## src/rtl/d7s_pkg.sv

```systemverilog
// Shared 7-segment definitions for the display driver and the capture monitor.
// Keeping the encode and decode tables in one place stops them from drifting apart.
package d7s_pkg;

  localparam int SEG_A = 0;
  localparam int SEG_B = 1;
  localparam int SEG_C = 2;
  localparam int SEG_D = 3;
  localparam int SEG_E = 4;
  localparam int SEG_F = 5;
  localparam int SEG_G = 6;

  localparam logic [6:0] SEG_HEX_0 = 7'h3F;
  localparam logic [6:0] SEG_HEX_1 = 7'h06;
  localparam logic [6:0] SEG_HEX_2 = 7'h5B;
  localparam logic [6:0] SEG_HEX_3 = 7'h4F;
  localparam logic [6:0] SEG_HEX_4 = 7'h66;
  localparam logic [6:0] SEG_HEX_5 = 7'h6D;
  localparam logic [6:0] SEG_HEX_6 = 7'h7D;
  localparam logic [6:0] SEG_HEX_7 = 7'h07;
  localparam logic [6:0] SEG_HEX_8 = 7'h7F;
  localparam logic [6:0] SEG_HEX_9 = 7'h6F;
  localparam logic [6:0] SEG_HEX_A = 7'h77;
  localparam logic [6:0] SEG_HEX_B = 7'h7C;
  localparam logic [6:0] SEG_HEX_C = 7'h39;
  localparam logic [6:0] SEG_HEX_D = 7'h5E;
  localparam logic [6:0] SEG_HEX_E = 7'h79;
  localparam logic [6:0] SEG_HEX_F = 7'h71;
  localparam logic [6:0] SEG_BLANK = 7'h00;

  typedef struct packed {
    logic       legal;
    logic [3:0] value;
  } seg_dec_t;

  typedef enum logic [1:0] {
    SEL_NONE  = 2'd0,
    SEL_ONE   = 2'd1,
    SEL_MULTI = 2'd2
  } sel_kind_e;

endpackage

```

## src/rtl/d7s_seg_decode.sv

```systemverilog
// Combinational inverse of the segment encoder: pattern -> {legal, value}.
// Anything outside the sixteen hex glyphs, including blank, is flagged illegal.
module d7s_seg_decode
  import d7s_pkg::*;
(
  input  logic [6:0] seg_i,
  output seg_dec_t   dec_o
);

  always_comb begin
    dec_o.legal = 1'b1;
    dec_o.value = 4'h0;
    case (seg_i)
      SEG_HEX_0: dec_o.value = 4'h0;
      SEG_HEX_1: dec_o.value = 4'h1;
      SEG_HEX_2: dec_o.value = 4'h2;
      SEG_HEX_3: dec_o.value = 4'h3;
      SEG_HEX_4: dec_o.value = 4'h4;
      SEG_HEX_5: dec_o.value = 4'h5;
      SEG_HEX_6: dec_o.value = 4'h6;
      SEG_HEX_7: dec_o.value = 4'h7;
      SEG_HEX_8: dec_o.value = 4'h8;
      SEG_HEX_9: dec_o.value = 4'h9;
      SEG_HEX_A: dec_o.value = 4'hA;
      SEG_HEX_B: dec_o.value = 4'hB;
      SEG_HEX_C: dec_o.value = 4'hC;
      SEG_HEX_D: dec_o.value = 4'hD;
      SEG_HEX_E: dec_o.value = 4'hE;
      SEG_HEX_F: dec_o.value = 4'hF;
      default:   dec_o.legal = 1'b0;
    endcase
  end

endmodule

```

## src/rtl/d7s_capture.sv

```systemverilog
// Receive-side monitor for a multiplexed 7-segment bus: synchronizes, waits for a
// stable window, demultiplexes by digit select and decodes each digit back to hex.
module d7s_capture
  import d7s_pkg::*;
#(
  parameter int NUM_DIGITS     = 3,
  parameter int STABLE_CYCLES  = 4,
  parameter bit SEG_ACTIVE_LOW = 1'b0,
  parameter bit SEL_ACTIVE_LOW = 1'b0
) (
  input  logic                    clk,
  input  logic                    rst_n,
  input  logic [6:0]              seg_in,
  input  logic [NUM_DIGITS-1:0]   sel_in,
  input  logic                    clr,
  output logic [4*NUM_DIGITS-1:0] digits_out,
  output logic [NUM_DIGITS-1:0]   digit_valid,
  output logic                    frame_done,
  output logic                    err
);

  localparam int SW = NUM_DIGITS + 7;
  localparam int CW = $clog2(STABLE_CYCLES + 1);
  localparam logic [CW-1:0] CNT_MAX = CW'(STABLE_CYCLES);
  localparam logic [CW-1:0] CNT_ARM = CW'(STABLE_CYCLES - 1);

  logic [SW-1:0]           sync1_q, sync2_q;
  logic [CW-1:0]           stableCnt_q, stableCnt_d;
  logic [4*NUM_DIGITS-1:0] digits_q, digits_d;
  logic [NUM_DIGITS-1:0]   valid_q, valid_d;
  logic [NUM_DIGITS-1:0]   seen_q, seen_d, seenBase;
  logic                    frame_q, frame_d;
  logic                    err_q, err_d;

  logic                    inStable;
  logic                    strobe;
  logic [6:0]              segLvl;
  logic [NUM_DIGITS-1:0]   selLvl;
  sel_kind_e               selKind;
  seg_dec_t                segDec;

  assign segLvl = sync2_q[6:0] ^ {7{SEG_ACTIVE_LOW}};
  assign selLvl = sync2_q[SW-1:7] ^ {NUM_DIGITS{SEL_ACTIVE_LOW}};

  d7s_seg_decode u_decode (
    .seg_i (segLvl),
    .dec_o (segDec)
  );

  // The counter compares the value about to enter s2 with s2 itself, so stableCnt_q
  // already reflects whether s2 matches its predecessor in the current cycle.
  always_comb begin
    inStable    = (sync1_q == sync2_q);
    stableCnt_d = '0;
    if (inStable) begin
      stableCnt_d = (stableCnt_q == CNT_MAX) ? CNT_MAX : stableCnt_q + CW'(1);
    end
    strobe = inStable && (stableCnt_q == CNT_ARM);
  end

  always_comb begin
    selKind = SEL_MULTI;
    if (selLvl == '0) begin
      selKind = SEL_NONE;
    end else if ((selLvl & (selLvl - NUM_DIGITS'(1))) == '0) begin
      selKind = SEL_ONE;
    end
  end

  // A full mask is reported on the following cycle and cleared on that same edge.
  always_comb begin
    digits_d = digits_q;
    valid_d  = valid_q;
    err_d    = err_q;
    frame_d  = 1'b0;
    seenBase = (&seen_q) ? '0 : seen_q;
    seen_d   = seenBase;
    if (clr) begin
      valid_d = '0;
      err_d   = 1'b0;
      seen_d  = '0;
    end else begin
      frame_d = &seen_q;
      if (strobe && (selKind == SEL_MULTI)) begin
        err_d = 1'b1;
      end else if (strobe && (selKind == SEL_ONE)) begin
        seen_d = seenBase | selLvl;
        if (!segDec.legal) begin
          err_d = 1'b1;
        end
        for (int i = 0; i < NUM_DIGITS; i++) begin
          if (selLvl[i]) begin
            valid_d[i] = segDec.legal;
            if (segDec.legal) begin
              digits_d[4*i +: 4] = segDec.value;
            end
          end
        end
      end
    end
  end

  always_ff @(posedge clk or negedge rst_n) begin
    if (!rst_n) begin
      sync1_q     <= '0;
      sync2_q     <= '0;
      stableCnt_q <= '0;
      digits_q    <= '0;
      valid_q     <= '0;
      seen_q      <= '0;
      frame_q     <= 1'b0;
      err_q       <= 1'b0;
    end else begin
      sync1_q     <= {sel_in, seg_in};
      sync2_q     <= sync1_q;
      stableCnt_q <= stableCnt_d;
      digits_q    <= digits_d;
      valid_q     <= valid_d;
      seen_q      <= seen_d;
      frame_q     <= frame_d;
      err_q       <= err_d;
    end
  end

  assign digits_out  = digits_q;
  assign digit_valid = valid_q;
  assign frame_done  = frame_q;
  assign err         = err_q;

endmodule

```

## config.mk

```make
export PLATFORM = sky130hd
export DESIGN_NAME = d7s_capture
export DESIGN_NICKNAME = d
export VERILOG_FILES = /design/src/rtl/d7s_pkg.sv /design/src/rtl/d7s_seg_decode.sv /design/src/rtl/d7s_capture.sv
export SDC_FILE = /design/constraint.sdc
export NUM_CORES = 1
export LEC_CHECK = 0
export CAP_MARGIN = 10
export CORE_ASPECT_RATIO = 0.75
export CORE_MARGIN = 4
export CORE_UTILIZATION = 40
export DETAILED_ROUTE_END_ITERATION = 12
export DONT_BUFFER_PORTS = 1
export GPL_TIMING_DRIVEN = 0
export PLACE_DENSITY_LB_ADDON = 0.15
export SLEW_MARGIN = 5
export SYNTH_ARGS = -nofsm -noshare
export SYNTH_HDL_FRONTEND = slang
export SYNTH_HIERARCHICAL = 1
export SYNTH_SLANG_ARGS = --single-unit
```

## constraint.sdc

```tcl
create_clock -name clk -period 2.95 [get_ports clk]
set_input_delay 0.4425 -clock clk [delete_from_list [all_inputs] [get_ports clk]]
set_output_delay 0.4425 -clock clk [all_outputs]
set_load 0.02 [all_outputs]
```

; ---- Word level (Yosys, flattened, before mapping)
; Index checks and enable logic that the tools add are counted.
[totals]
input_bits = 13
ff_bits = 43
output_inout_bits = 17
wordCells = 81
[classes]
muxes = 21
n_bitwise = 4
n_addsub = 2
n_reduce_logical = 19
eq_ne = 23
[op_table]
columns = cell, n
row1 = $eq 7x7->1 const B, 12
row2 = $pmux 4 s15, 1
row3 = $mux 3, 9
row4 = $reduce_or 16->1, 1
row5 = $reduce_and 5->1, 3
row6 = $eq 7x3->1 const B, 2
row7 = $eq 7x6->1 const B, 2
row8 = $reduce_and 3->1, 4
row9 = $eq 10x10->1, 1
row10 = $mux 1, 9
row11 = $reduce_bool 2->1, 4
row12 = $logic_not 3->1, 2
row13 = $mux 2, 2
row14 = $add 3x1->3 const B, 1
row15 = $and 3x3->3, 1
row16 = $eq 3x2->1 const B, 1
row17 = $eq 3x3->1 const B, 1
row18 = $logic_and 1x1->1, 3
row19 = $ne 3x2->1 const B, 1
row20 = $or 3x3->3, 1
row21 = $reduce_bool 3->1, 1
row22 = $sub 3x1->3 const B, 1
row23 = $eq 2x1->1 const B, 1
row24 = $eq 2x2->1 const B, 1
row25 = 3 further kinds, 4

; ---- Longest topological paths before layout
; Gate-level depths: netlist (run 1).
[logic_depth]
word_depth = 10
depth_mapped = 9
depth_no_buf = 8

; ---- By module
; Netlist (run 1), hierarchy kept.
[by_module_without_submodules]
columns = mod, seq_area_each_um2, cells_each, instances, area_each_um2
row1 = d7s_capture, 1076.0, 128, 1, 1739.2
row2 = d7s_seg_decode, 0.0, 57, 1, 400.4

; ---- Least setup slack after synthesis (run 1)
; Ideal clock, no wire load.
[synth_timing]
kind = reg2reg
from = register sync2_q[2]
to = register digits_q[0] (netlist: digits_out[0])
t_required_ps = 2822
setup_slack_ps = 445
path_buffers = 1
period_less_slack_ps = 2505
setup_time_ps = 128
t_arrival_ps = 2377
stages_incl_launch_ff = 9
cell_sequence = dfrtp_1 buf_6 o311a_1 o221a_1 o211ai_2 or3b_2 o22ai_2 nand4_2 mux2_1
[synth_rtl]
columns = item, line_no
row1 = "start, declared", d7s_capture.sv:27  ; logic [SW-1:0] sync1_q, sync2_q;
row2 = "start signal, assigned", d7s_capture.sv:115  ; sync2_q <= sync1_q;
row3 = "end signal, assigned", d7s_capture.sv:117  ; digits_q <= digits_d;
row4 = "end, declared", d7s_capture.sv:29  ; logic [4*NUM_DIGITS-1:0] digits_q, digits_d;

==> impl_table.tex, run 1 <==
\begin{tabular}{lr}
\hline
Metric & Value \\
\hline
\multicolumn{2}{l}{\textbf{Run status}} \\
\quad Result of the run & finished clean \\
\multicolumn{2}{l}{\textbf{GRT}} \\
\quad Maximum number of pins on one net before global-route repair & 44 \\
\quad Number of antenna violations at the first check in global routing & 0 \\
\quad Via count of the first global-routing pass & approximately 1,500 \\
\quad Global-route wire length before repair & roughly 6900 um \\
\quad Overall fraction of global-route tracks in use & 13.1\% \\
\quad Total grt overflow & 0 \\
\multicolumn{2}{l}{\textbf{CTS}} \\
\quad CTS tree & done \\
\quad Clock Pin Slew Worst Setup and Hold Paths & around 0.070 ns \\
\quad Root buffer selected by CTS & clkbuf\_8 \\
\quad Maximum level of the CTS H-tree & 2 \\
\quad Total clock sinks & 43 \\
\quad CTS resizes & 0 \\
\quad CTS Buf Count & 5 \\
\quad Number of buffers on the longest clock path & 2 \\
\quad Later-pin clock latency in the skew report & 0.28 ns \\
\multicolumn{2}{l}{\textbf{Min path}} \\
\quad Hold Path Depth & 0 \\
\quad Origin of the worst min-delay path & seg\_in[3] \\
\quad Hold/Removal Path Class & input pin to flop \\
\multicolumn{2}{l}{\textbf{Finish}} \\
\quad Leading cell type in the layout, fill and taps excluded & dfrtp\_1 \\
\quad Top library cells by usage in the layout, fill and taps aside & dfrtp\_1 (43), nand2\_1 (16), mux2\_1 (12) \\
\quad Signed area change from the synthesized netlist to the final layout & 9.71\% \\
\quad Final instance area & 2350 um\^{}2 \\
\quad Share of cells above drive strength 1 & 17.0\% \\
\quad Count of antenna diodes in the layout & 0 \\
\quad Number of nets at the end of the flow & 210 \\
\multicolumn{2}{l}{\textbf{STA}} \\
\quad Maximum clock frequency & between 0.3 and 0.4 GHz \\
\quad Number of pins exceeding their max-slew limit in the final report & 0 \\
\quad Count of endpoints failing hold in the final timing report & 0 \\
\quad Minimum clock period after layout & 2.74 ns \\
\quad Clock Skews & 0.00604 ns \\
\quad Number of setup violations in the final report & 0 \\
\quad Slew @ Worst Pin & 0.549 ns \\
\quad Setup repair after global routing missed its margin & false \\
\quad Slew HR & a little over three fifths \\
\quad Setup Total Neg Slack & 0 ns \\
\quad Crit share post-route & between 90 and 100\% \\
\multicolumn{2}{l}{\textbf{Routing}} \\
\quad Average routed wire per standard cell & 14.8 um \\
\quad 1st-pass router iterations & 4 \\
\quad Metal-1 WL & around 1900 um \\
\quad Amount of wire on met3 after detailed routing & 201 um \\
\quad Post-route DRC & 0 \\
\quad Antenna-violating nets left & 0 \\
\quad Number of DRC markers after the initial detailed-route iteration & 145 \\
\quad Top Layer Used & met4 \\
\quad Vias per Instance & 5.32 \\
\quad Total length of routed met2 wires & about 1800 um \\
\quad Final WL & about 3900 um \\
\quad Total number of vias & 1,416 \\
\multicolumn{2}{l}{\textbf{Power and ir drop}} \\
\quad P\_leak & 0.00103 uW \\
\quad Internal power contribution & between 800 and 900 uW \\
\quad Switching fraction of total power & 23.6\% \\
\quad Max IR drop VDD & 0.307 mV \\
\quad PwrDens & 462 nW/um\^{}2 \\
\quad Switching power total & 256 uW \\
\quad Relative contribution of sequential cells to total power & 56.8\% \\
\quad Proportion of power drawn by the clock network & 33.3\% \\
\quad Logic gate share of total power & around a tenth \\
\multicolumn{2}{l}{\textbf{Place}} \\
\quad Post-placement cell area & approximately 2200 um\^{}2 \\
\quad Weighted congestion reported at the end of routability-driven placement & about 0.85 \\
\quad Number of input and output port buffers inserted & 0 \\
\quad DP Wirelength & 3070 um \\
\multicolumn{2}{l}{\textbf{Setup path}} \\
\quad Crit path DAT & 2.90 ns \\
\quad Worst setup SP type & flop \\
\quad Origin of the critical flop-to-flop path & sync2\_q[6] \\
\quad Register-to-Register Path Depth & 9 \\
\quad Setup Crit Path Kind & flop to flop \\
\quad Critical Path Fanout Max & 10 \\
\quad Element type at the critical path end & flop \\
\quad CP startpoint & sync2\_q[6] \\
\quad Critical path data required time & 3.12 ns \\
\multicolumn{2}{l}{\textbf{Synth}} \\
\quad Leading area contributor after synthesis & dfrtp\_1 \\
\quad Basic-gate share of the synthesized area counting and, or, nand and nor cells & about a fifth \\
\quad Mapped Area & around 2100 um\^{}2 \\
\quad Post-synthesis register bit count & 43 \\
\quad Adder-cell share of the synthesized area & roughly 1.8\% \\
\quad Per-instance average area after synthesis & 11.6 um\^{}2 \\
\quad Area fraction of the dominant cell type after synthesis & 50.3\% \\
\quad Sequential element share of the synthesized area & 50.3\% \\
\quad Dominant combinational cell family by area after synthesis & simple AND/OR/NAND/NOR gates \\
\quad Post-synthesis mux area share & under 10\% \\
\quad Fraction of the mapped netlist area in compound gates & 8.25\% \\
\quad Number of enable flip-flop cells after synthesis & 0 \\
\quad Library cells used by synthesis & 47 \\
\quad Yosys synthesis warning count & 6 \\
\quad Leading post-synthesis cells by cell area & dfrtp\_1 (50\%), mux2\_1 (6.3\%), xor2\_1 (4.1\%), buf\_6 (3.7\%), nand2\_1 (2.8\%) \\
\quad Number of nets in the synthesized netlist & roughly 200 \\
\quad Xor and xnor fraction of the mapped netlist area & about 4.9\% \\
\quad Dominant register cell in the synthesized netlist & dfrtp\_1 \\
\quad Post-synthesis cell count & between 150 and 200 \\
\quad Fraction of synthesis flops using an asynchronous set or reset pin & 100\% \\
\multicolumn{2}{l}{\textbf{Floorplan}} \\
\quad Number of cell rows & 22 \\
\quad Number of I/O pins & 30 \\
\quad Starting Density & 42.5\% \\
\quad Overall die area & 6600 um\^{}2 \\
\quad Total core area & 5040 um\^{}2 \\
\quad Die Span X & 92.5 um \\
\quad Die boundary height & 71.3 um \\
\multicolumn{2}{l}{\textbf{Job}} \\
\quad Maximum capacitance violations & 0 \\
\hline
\end{tabular}
==> what timing repair did <==
action                                 CTS  global route
setup buffers                            0             0
hold buffers                             2             0
endpoints found under the hold margin   43             0
==> registers in the layout, indices dropped and copies added (netlist names) <==
signal / flops
sync2_q: 10
sync1_q: 10
digits_out: 12
stableCnt_q: 3
digit_valid: 3
err: 1
seen_q: 3
frame_done: 1
==> layout make-up <==
class                      instances  area (um^2)
buffer                            11          109
fill                             462         2690
tap                               72         90.1
timing repair buffer               2         30.0
sequential                        43         1080
multi-input combinational        123          925
clock inverter                     1         5.00
clock buffer                       6         82.6
inverter                           8         30.0
==> synth_stat cells, drive strengths merged (4+ instances only) <==
library cell  instances
dfrtp                43
nand2                16
mux2                 12
nor3                 10
xor2                 10
buf                   9
inv                   8
nor2                  7
a21oi                 6
nand2b                6
nand4                 6
o21ai                 6
o22ai                 4
==> worst paths after layout <==
| check | endpoint | slack (ns) |
|---|---|---|
| worst min register to register | sync2_q[0] | 0.40 |
| worst max register to register | digits_out[0] | 0.21 |
| min in group asynchronous | digits_out[6] | 0.63 |
| max in group asynchronous | sync1_q[4] | 2.11 |
| worst min-delay path | sync1_q[3] | 0.18 |
| worst max-delay path | digits_out[0] | 0.21 |
==> logic make-up after synthesis <==
group,Yosys count
DFF,43
AOI/OAI and AO/OA,25
muxes,15
adders and majority gates,3
and+or+nand+nor,68
buffers and inverters,19
xor gates and xnor gates,12
==> per-layer routing <==
layer  track usage, %  up-vias
met4             2.97        0
met3             3.88        6
met1             17.7      698
met5                0        -
met2             20.8       41
li1                 -      671
==> critical path, stage by stage (launching register included) <==
cell      delay [ns]
dfrtp_1         0.44
buf_6           0.16
nand4b_1        0.16
o311a_1         0.14
o221a_1         0.24
o211ai_2        0.18
or3b_2          0.47
o22ai_2         0.21
nand4_2         0.23
mux2_1          0.39
==> metrics by stage <==
step / cells / power, uW / setup slack, ns / utilization [%] / hold slack [ns]
floorplan: 185 / 702 / 0.445 / - / 0.147
global placement: 257 / 717 / 0.236 / 44.3 / 0.148
detailed placement: 257 / 721 / 0.193 / 44.3 / 0.148
CTS: 266 / 1100 / 0.177 / 46.6 / 0.171
global route: 266 / 1140 / 0.0340 / 46.6 / 0.163
finish: 266 / 1090 / 0.213 / 46.6 / 0.182
==> power by group through the flow <==
stage / registers [uW] / logic [uW] / clock network (uW)
detailed placement: 628 / 92.4 / 0
floorplan: 624 / 77.6 / 0
global route: 618 / 120 / 403
global placement: 627 / 90.3 / 0
CTS: 616 / 109 / 375
finish: 616 / 108 / 361
No activity file was read; power rests on OpenSTA's default activity.
==> run 2: changes to the inputs <==
REMOVE_ABC_BUFFERS = 1   (was unset)
SKIP_CTS_REPAIR_TIMING = 1   (was unset)
==> impl_table.tex, run 2 (synthesized netlist as in run 1, its figures left out) <==
\begin{tabular}{lr}
\hline
Metric & Value \\
\hline
\multicolumn{2}{l}{\textbf{Finish}} \\
\quad Count of antenna diodes in the layout & 0 (unchanged) \\
\quad Final instance count without filler cells & 256 (-3.8\%) \\
\quad Leading cell type in the layout, fill and taps excluded & dfrtp\_1 \\
\quad Share of cells above drive strength 1 & 13.6\% (-3.4 points) \\
\quad Final instance area & 2240 um\^{}2 (-4.4\%) \\
\quad Number of flip-flops in the largest register & 12 (unchanged) \\
\quad Signed area change from the synthesized netlist to the final layout & 4.85\% \\
\quad Top library cells by usage in the layout, fill and taps aside & dfrtp\_1 (40), nand2\_1 (16), mux2\_1 (12) \\
\quad Number of nets at the end of the flow & 199 (-5.2\%) \\
\multicolumn{2}{l}{\textbf{Place}} \\
\quad Post-placement cell area & 2120 um\^{}2 (-4.9\%) \\
\quad Number of input and output port buffers inserted & 0 (unchanged) \\
\quad DP Wirelength & 2930 um (-4.4\%) \\
\quad Cell Count Post-Placement & 246 (-4.3\%) \\
\quad Weighted congestion reported at the end of routability-driven placement & 0.806 (-4.7\%) \\
\quad Minimum setup slack after placement & 0.0186 ns (-0.174 ns) \\
\multicolumn{2}{l}{\textbf{CTS}} \\
\quad Root buffer selected by CTS & clkbuf\_8 \\
\quad Later-pin clock latency in the skew report & 0.29 ns (about the same) \\
\quad Clock Pin Slew Worst Setup and Hold Paths & 0.08 ns (about the same) \\
\quad CTS tree & done \\
\quad CTS Buf Count & 5 (unchanged) \\
\quad Maximum level of the CTS H-tree & 2 (unchanged) \\
\quad Number of buffers on the longest clock path & 2 (unchanged) \\
\quad Total clock sinks & 43 (unchanged) \\
\multicolumn{2}{l}{\textbf{Power and ir drop}} \\
\quad Relative contribution of sequential cells to total power & 59.3\% (+2.5 points) \\
\quad Logic gate share of total power & 7.3\% (-2.6 points) \\
\quad Switching fraction of total power & 24.8\% (+1.2 points) \\
\quad Max IR drop VDD & 0.317 mV (+3.5\%) \\
\quad Proportion of power drawn by the clock network & 33.4\% (about the same) \\
\quad P\_leak & 0.000969 uW (-6.2\%) \\
\quad Internal power contribution & 801 uW (-3.4\%) \\
\quad PwrDens & 474 nW/um\^{}2 (+2.6\%) \\
\quad Switching power total & 263 uW (+3.0\%) \\
\multicolumn{2}{l}{\textbf{Floorplan}} \\
\quad Number of I/O pins & 30 (unchanged) \\
\quad Overall die area & 6600 um\^{}2 (unchanged) \\
\quad Starting Density & 42.5\% (unchanged) \\
\quad Die Span X & 92.5 um (unchanged) \\
\quad Total core area & 5040 um\^{}2 (unchanged) \\
\quad Number of cell rows & 22 (unchanged) \\
\quad Die boundary height & 71.3 um (unchanged) \\
\multicolumn{2}{l}{\textbf{GRT}} \\
\quad Global-route wire length before repair & 6720 um (-2.6\%) \\
\quad Via count of the first global-routing pass & 1,383 (-5.5\%) \\
\quad Maximum number of pins on one net before global-route repair & 44 (unchanged) \\
\quad Number of antenna violations at the first check in global routing & 0 (unchanged) \\
\quad Overall fraction of global-route tracks in use & 12.9\% (-0.18 points) \\
\quad Total grt overflow & 0 (unchanged) \\
\multicolumn{2}{l}{\textbf{Setup path}} \\
\quad Crit path DAT & 2.94 ns (+0.04 ns) \\
\quad Setup Crit Path Kind & flop to flop \\
\quad CP max stage delay & 0.51 ns (+0.04 ns) \\
\quad Critical Path Fanout Max & 14 (+4) \\
\quad Critical path data required time & 3.13 ns (about the same) \\
\quad Element type at the critical path end & flop \\
\quad Number of buffers and inverters on the critical path & 0 (-1) \\
\quad Chain of cells forming the critical path & nand2\_1 -> o311a\_1 -> o221a\_1 -> o211ai\_2 -> or3b\_2 -> o22ai\_2 -> nand4\_2 -> mux2\_1 \\
\quad Cell family with the largest share of critical-path delay & compound AO/OA/AOI/OAI gates \\
\quad Cell with the biggest individual delay on the critical path & dfrtp\_2 \\
\quad Worst setup SP type & flop \\
\multicolumn{2}{l}{\textbf{Min path}} \\
\quad Hold/Removal Path Class & input pin to flop \\
\multicolumn{2}{l}{\textbf{STA}} \\
\quad Number of setup violations in the final report & 0 (unchanged) \\
\quad Count of endpoints failing hold in the final timing report & 0 (unchanged) \\
\quad Setup WS post-layout & 0.190 ns (-0.0234 ns) \\
\quad Hold WS & 0.181 ns (-0.00142 ns) \\
\quad Crit share post-route & 93.6\% (+0.79 points) \\
\quad Maximum clock frequency & 0.362 GHz (-0.85\%) \\
\quad Slew HR & 47.2\% (-16 points) \\
\quad Setup Total Neg Slack & 0 ns (unchanged) \\
\quad Setup repair after global routing missed its margin & false \\
\quad Number of pins exceeding their max-slew limit in the final report & 0 (unchanged) \\
\quad Minimum clock period after layout & 2.76 ns (+0.0234 ns) \\
\quad Clock Skews & 0.0103 ns (+0.00428 ns) \\
\quad Slew @ Worst Pin & 0.783 ns (+0.234 ns) \\
\multicolumn{2}{l}{\textbf{Routing}} \\
\quad Number of DRC markers after the initial detailed-route iteration & 114 (-21\%) \\
\quad Post-route DRC & 0 (unchanged) \\
\quad Average routed wire per standard cell & 15.7 um (+6.6\%) \\
\quad Final WL & 4030 um (+2.6\%) \\
\quad Vias per Instance & 5.49 (+3.1\%) \\
\quad Total number of vias & 1,405 (-0.78\%) \\
\quad 1st-pass router iterations & 4 (unchanged) \\
\quad Antenna-violating nets left & 0 (unchanged) \\
\multicolumn{2}{l}{\textbf{Run status}} \\
\quad Result of the run & finished clean \\
\multicolumn{2}{l}{\textbf{Job}} \\
\quad Maximum capacitance violations & 0 (unchanged) \\
\hline
\end{tabular}
[run 2: changes by cell type in the layout (fill, tap and decap cells not counted), sizes merged]
cell / previous run / this run
buf: 10 / 1
clkbuf: 8 / 7
[run 2: metal layers]
metal  GRT usage [%]  wire length, um  vias to the layer above  share of wire (%)
met2            19.5             1810                       47                 45
met3            5.04              275                        5                6.8
met4            3.46               28                        0               0.69
met1            17.2             1920                      700                 48
met5               0                0                        -                  0
li1                -                -                      653                  -
[run 2: path summary, 6_finish.rpt]
path	start	endpoint	slack, ns	depth (start not counted)
worst max-delay path	sync2_q[6]	digits_out[11]	0.19	8
min in group asynchronous	rst_n	digits_out[10]	0.65	2
worst min-delay path	seg_in[6]	sync1_q[6]	0.18	0
max in group asynchronous	rst_n	sync2_q[5]	2.06	2
worst max register to register	sync2_q[6]	digits_out[11]	0.19	8
worst min register to register	sync1_q[7]	sync2_q[7]	0.40	0
[run 2: power by group through the flow]
stage                     registers [uW]  logic [uW]  clock network, uW
final                                632        77.2                355
after global placement               642        57.8                  0
after floorplan                      635        51.5                  0
after global routing                 635        86.3                396
after CTS                            631        60.3                369
after detailed placement             643        60.1                  0
[run 2: through the flow]
stage	total power, uW	util (%)
3_5_place_dp	703	42.1
2_1_floorplan	686	-
4_1_cts	1060	43.7
3_3_place_gp	699	42.1
5_1_grt	1120	44.5
6_report	1060	44.5
[run 2: cell type report]
class,instances,area (um^2)
sequential,43,1080
clock buffer,7,76.3
clock inverter,1,5.00
multi-input combinational,123,925
fill,494,2790
timing repair buffer,2,37.5
inverter,8,30.0
tap,72,90.1
[run 2: worst register-to-register path: cells and delay by family, from the launching register on]
kind | cells | cell delay [ns]
AO/OA/AOI/OAI | 4 | 0.95
AND/OR/NAND/NOR | 3 | 0.80
flip-flops | 1 | 0.51
multiplexers | 1 | 0.39
==> run 3: changes to the inputs <==
MAX_ROUTING_LAYER = met4   (was unset)
==> impl_table.tex, run 3 (synthesized netlist as in run 1, its figures left out) <==
\begin{tabular}{lr}
\hline
Metric & Value \\
\hline
\multicolumn{2}{l}{\textbf{Run status}} \\
\quad Result of the run & finished clean \\
\multicolumn{2}{l}{\textbf{Power and ir drop}} \\
\quad Switching fraction of total power & 24.8\% (+0.032 points) \\
\quad Max IR drop VDD & 0.318 mV (+0.20\%) \\
\quad Proportion of power drawn by the clock network & 33.4\% (about the same) \\
\quad Final total power & 1060 uW (about the same) \\
\quad Internal power contribution & 801 uW (unchanged) \\
\quad Logic gate share of total power & 7.3\% (about the same) \\
\quad P\_leak & 0.000969 uW (unchanged) \\
\quad Switching power total & 264 uW (+0.17\%) \\
\quad Relative contribution of sequential cells to total power & 59.3\% (about the same) \\
\quad PwrDens & 475 nW/um\^{}2 (about the same) \\
\multicolumn{2}{l}{\textbf{Floorplan}} \\
\quad Die boundary height & 71.3 um (unchanged) \\
\quad Starting Density & 42.5\% (unchanged) \\
\quad Die Span X & 92.5 um (unchanged) \\
\quad Number of I/O pins & 30 (unchanged) \\
\quad Total core area & 5040 um\^{}2 (unchanged) \\
\quad Number of cell rows & 22 (unchanged) \\
\quad Overall die area & 6600 um\^{}2 (unchanged) \\
\multicolumn{2}{l}{\textbf{STA}} \\
\quad Clock Skews & 0.00997 ns (-0.000350 ns) \\
\quad Crit share post-route & 93.6\% (about the same) \\
\quad Setup WS post-layout & 0.189 ns (-0.000521 ns) \\
\quad Slew HR & 47.2\% (unchanged) \\
\quad Slew @ Worst Pin & 0.783 ns (unchanged) \\
\quad Number of pins exceeding their max-slew limit in the final report & 0 (unchanged) \\
\quad Setup Total Neg Slack & 0 ns (unchanged) \\
\quad Count of endpoints failing hold in the final timing report & 0 (unchanged) \\
\quad Maximum clock frequency & 0.362 GHz (about the same) \\
\quad Setup repair after global routing missed its margin & false \\
\quad Number of setup violations in the final report & 0 (unchanged) \\
\quad Minimum clock period after layout & 2.76 ns (+0.000521 ns) \\
\multicolumn{2}{l}{\textbf{Routing}} \\
\quad Number of DRC markers after the initial detailed-route iteration & 109 (-4.4\%) \\
\quad Final WL & 4040 um (+0.25\%) \\
\quad Metal-1 WL & 1940 um (+1.3\%) \\
\quad Vias per Instance & 5.49 (unchanged) \\
\quad Antenna-violating nets left & 0 (unchanged) \\
\quad 1st-pass router iterations & 4 (unchanged) \\
\quad Post-route DRC & 0 (unchanged) \\
\quad Average routed wire per standard cell & 15.8 um (+0.25\%) \\
\quad Total number of vias & 1,405 (unchanged) \\
\quad Amount of wire on met3 after detailed routing & 256 um (-6.9\%) \\
\quad Top Layer Used & met4 \\
\quad Total length of routed met2 wires & 1810 um (+0.11\%) \\
\multicolumn{2}{l}{\textbf{Finish}} \\
\quad Number of nets at the end of the flow & 199 (unchanged) \\
\quad Filler Cells Inserted & 494 (unchanged) \\
\quad Post-Route Utilization & 44.5\% (unchanged) \\
\quad Multi-input combinational cell area & 925 um\^{}2 (unchanged) \\
\quad Count of antenna diodes in the layout & 0 (unchanged) \\
\quad Number of flip-flops in the largest register & 12 (unchanged) \\
\quad Leading cell type in the layout, fill and taps excluded & dfrtp\_1 \\
\quad Final instance count without filler cells & 256 (unchanged) \\
\quad Combined flip-flop and latch cell area & 1080 um\^{}2 (unchanged) \\
\quad Top library cells by usage in the layout, fill and taps aside & dfrtp\_1 (40), nand2\_1 (16), mux2\_1 (12) \\
\quad Share of cells above drive strength 1 & 13.6\% (unchanged) \\
\quad Signed area change from the synthesized netlist to the final layout & 4.85\% (unchanged) \\
\multicolumn{2}{l}{\textbf{GRT}} \\
\quad Maximum number of pins on one net before global-route repair & 44 (unchanged) \\
\quad Total grt overflow & 0 (unchanged) \\
\quad Global-route wire length before repair & 6720 um (unchanged) \\
\quad Via count of the first global-routing pass & 1,383 (unchanged) \\
\quad Overall fraction of global-route tracks in use & 13.3\% (+0.39 points) \\
\quad Number of antenna violations at the first check in global routing & 0 (unchanged) \\
\multicolumn{2}{l}{\textbf{CTS}} \\
\quad Number of buffers on the longest clock path & 2 (unchanged) \\
\quad Root buffer selected by CTS & clkbuf\_8 \\
\quad Total clock sinks & 43 (unchanged) \\
\quad CTS Buf Count & 5 (unchanged) \\
\quad Later-pin clock latency in the skew report & 0.29 ns (about the same) \\
\quad CTS tree & done \\
\quad Maximum level of the CTS H-tree & 2 (unchanged) \\
\quad Clock Pin Slew Worst Setup and Hold Paths & 0.08 ns (about the same) \\
\multicolumn{2}{l}{\textbf{Place}} \\
\quad Number of input and output port buffers inserted & 0 (unchanged) \\
\quad Cell Count Post-Placement & 246 (unchanged) \\
\quad Minimum setup slack after placement & 0.0186 ns (unchanged) \\
\quad Weighted congestion reported at the end of routability-driven placement & 0.818 (+1.5\%) \\
\quad DP Wirelength & 2930 um (unchanged) \\
\multicolumn{2}{l}{\textbf{Min path}} \\
\quad Hold/Removal Path Class & input pin to flop \\
\multicolumn{2}{l}{\textbf{Setup path}} \\
\quad Critical Path Fanout Max & 14 (unchanged) \\
\quad Element type at the critical path end & flop \\
\quad Crit path DAT & 2.94 ns (about the same) \\
\quad Setup Crit Path Kind & flop to flop \\
\quad Critical path data required time & 3.13 ns (about the same) \\
\quad Worst setup SP type & flop \\
\multicolumn{2}{l}{\textbf{Job}} \\
\quad Maximum capacitance violations & 0 (unchanged) \\
\hline
\end{tabular}
## run 3: final timing paths
| path | endpoint | slack, ns | depth (start not counted) | startpoint |
|---|---|---|---|---|
| max in group asynchronous | sync2_q[5] | 2.06 | 2 | rst_n |
| max reg2reg | digits_out[11] | 0.19 | 8 | sync2_q[6] |
| max | digits_out[11] | 0.19 | 8 | sync2_q[6] |
| min in group asynchronous | digits_out[10] | 0.65 | 2 | rst_n |
| min reg2reg | sync2_q[7] | 0.40 | 0 | sync1_q[7] |
| min | sync1_q[6] | 0.18 | 0 | seg_in[6] |
## run 3: final cells by class
| type | instances | area share [%] |
|---|---|---|
| clock buffer | 7 | 3.40 |
| sequential | 43 | 48.1 |
| timing repair buffer | 2 | 1.67 |
| tap | 72 | 4.02 |
| inverter | 8 | 1.34 |
| clock inverter | 1 | 0.223 |
| multi-input combinational | 123 | 41.2 |
## run 3: routing by layer
| layer | track usage (%) | vias to the layer above |
|---|---|---|
| met3 | 4.72 | 5 |
| li1 | - | 653 |
| met5 | - | - |
| met1 | 17.4 | 700 |
| met2 | 19.5 | 47 |
| met4 | 3.46 | 0 |
## run 3: through the flow
| step | hold WS [ns] | area (um^2) |
|---|---|---|
| 5_1_grt | 0.154 | 2240 |
| 2_1_floorplan | 0.147 | 2030 |
| 3_3_place_gp | 0.148 | 2120 |
| 4_1_cts | -0.173 | 2200 |
| 3_5_place_dp | 0.148 | 2120 |
| 6_report | 0.181 | 2240 |
## run 3: power groups by stage
| stage | registers [uW] | logic, uW | clock network, uW |
|---|---|---|---|
| final | 632 | 77.2 | 356 |
| after global routing | 635 | 86.3 | 396 |
| after CTS | 631 | 60.3 | 369 |
| after detailed placement | 643 | 60.1 | 0 |
| after global placement | 642 | 57.8 | 0 |
| after floorplan | 635 | 51.5 | 0 |
## run 3: critical path: stages, from the launching register on
cell and delay (ns):
dfrtp_2 0.51, nand2_1 0.10, o311a_1 0.30, o221a_1 0.24, o211ai_2 0.19, or3b_2 0.47, o22ai_2 0.22, nand4_2 0.23
mux2_1 0.39
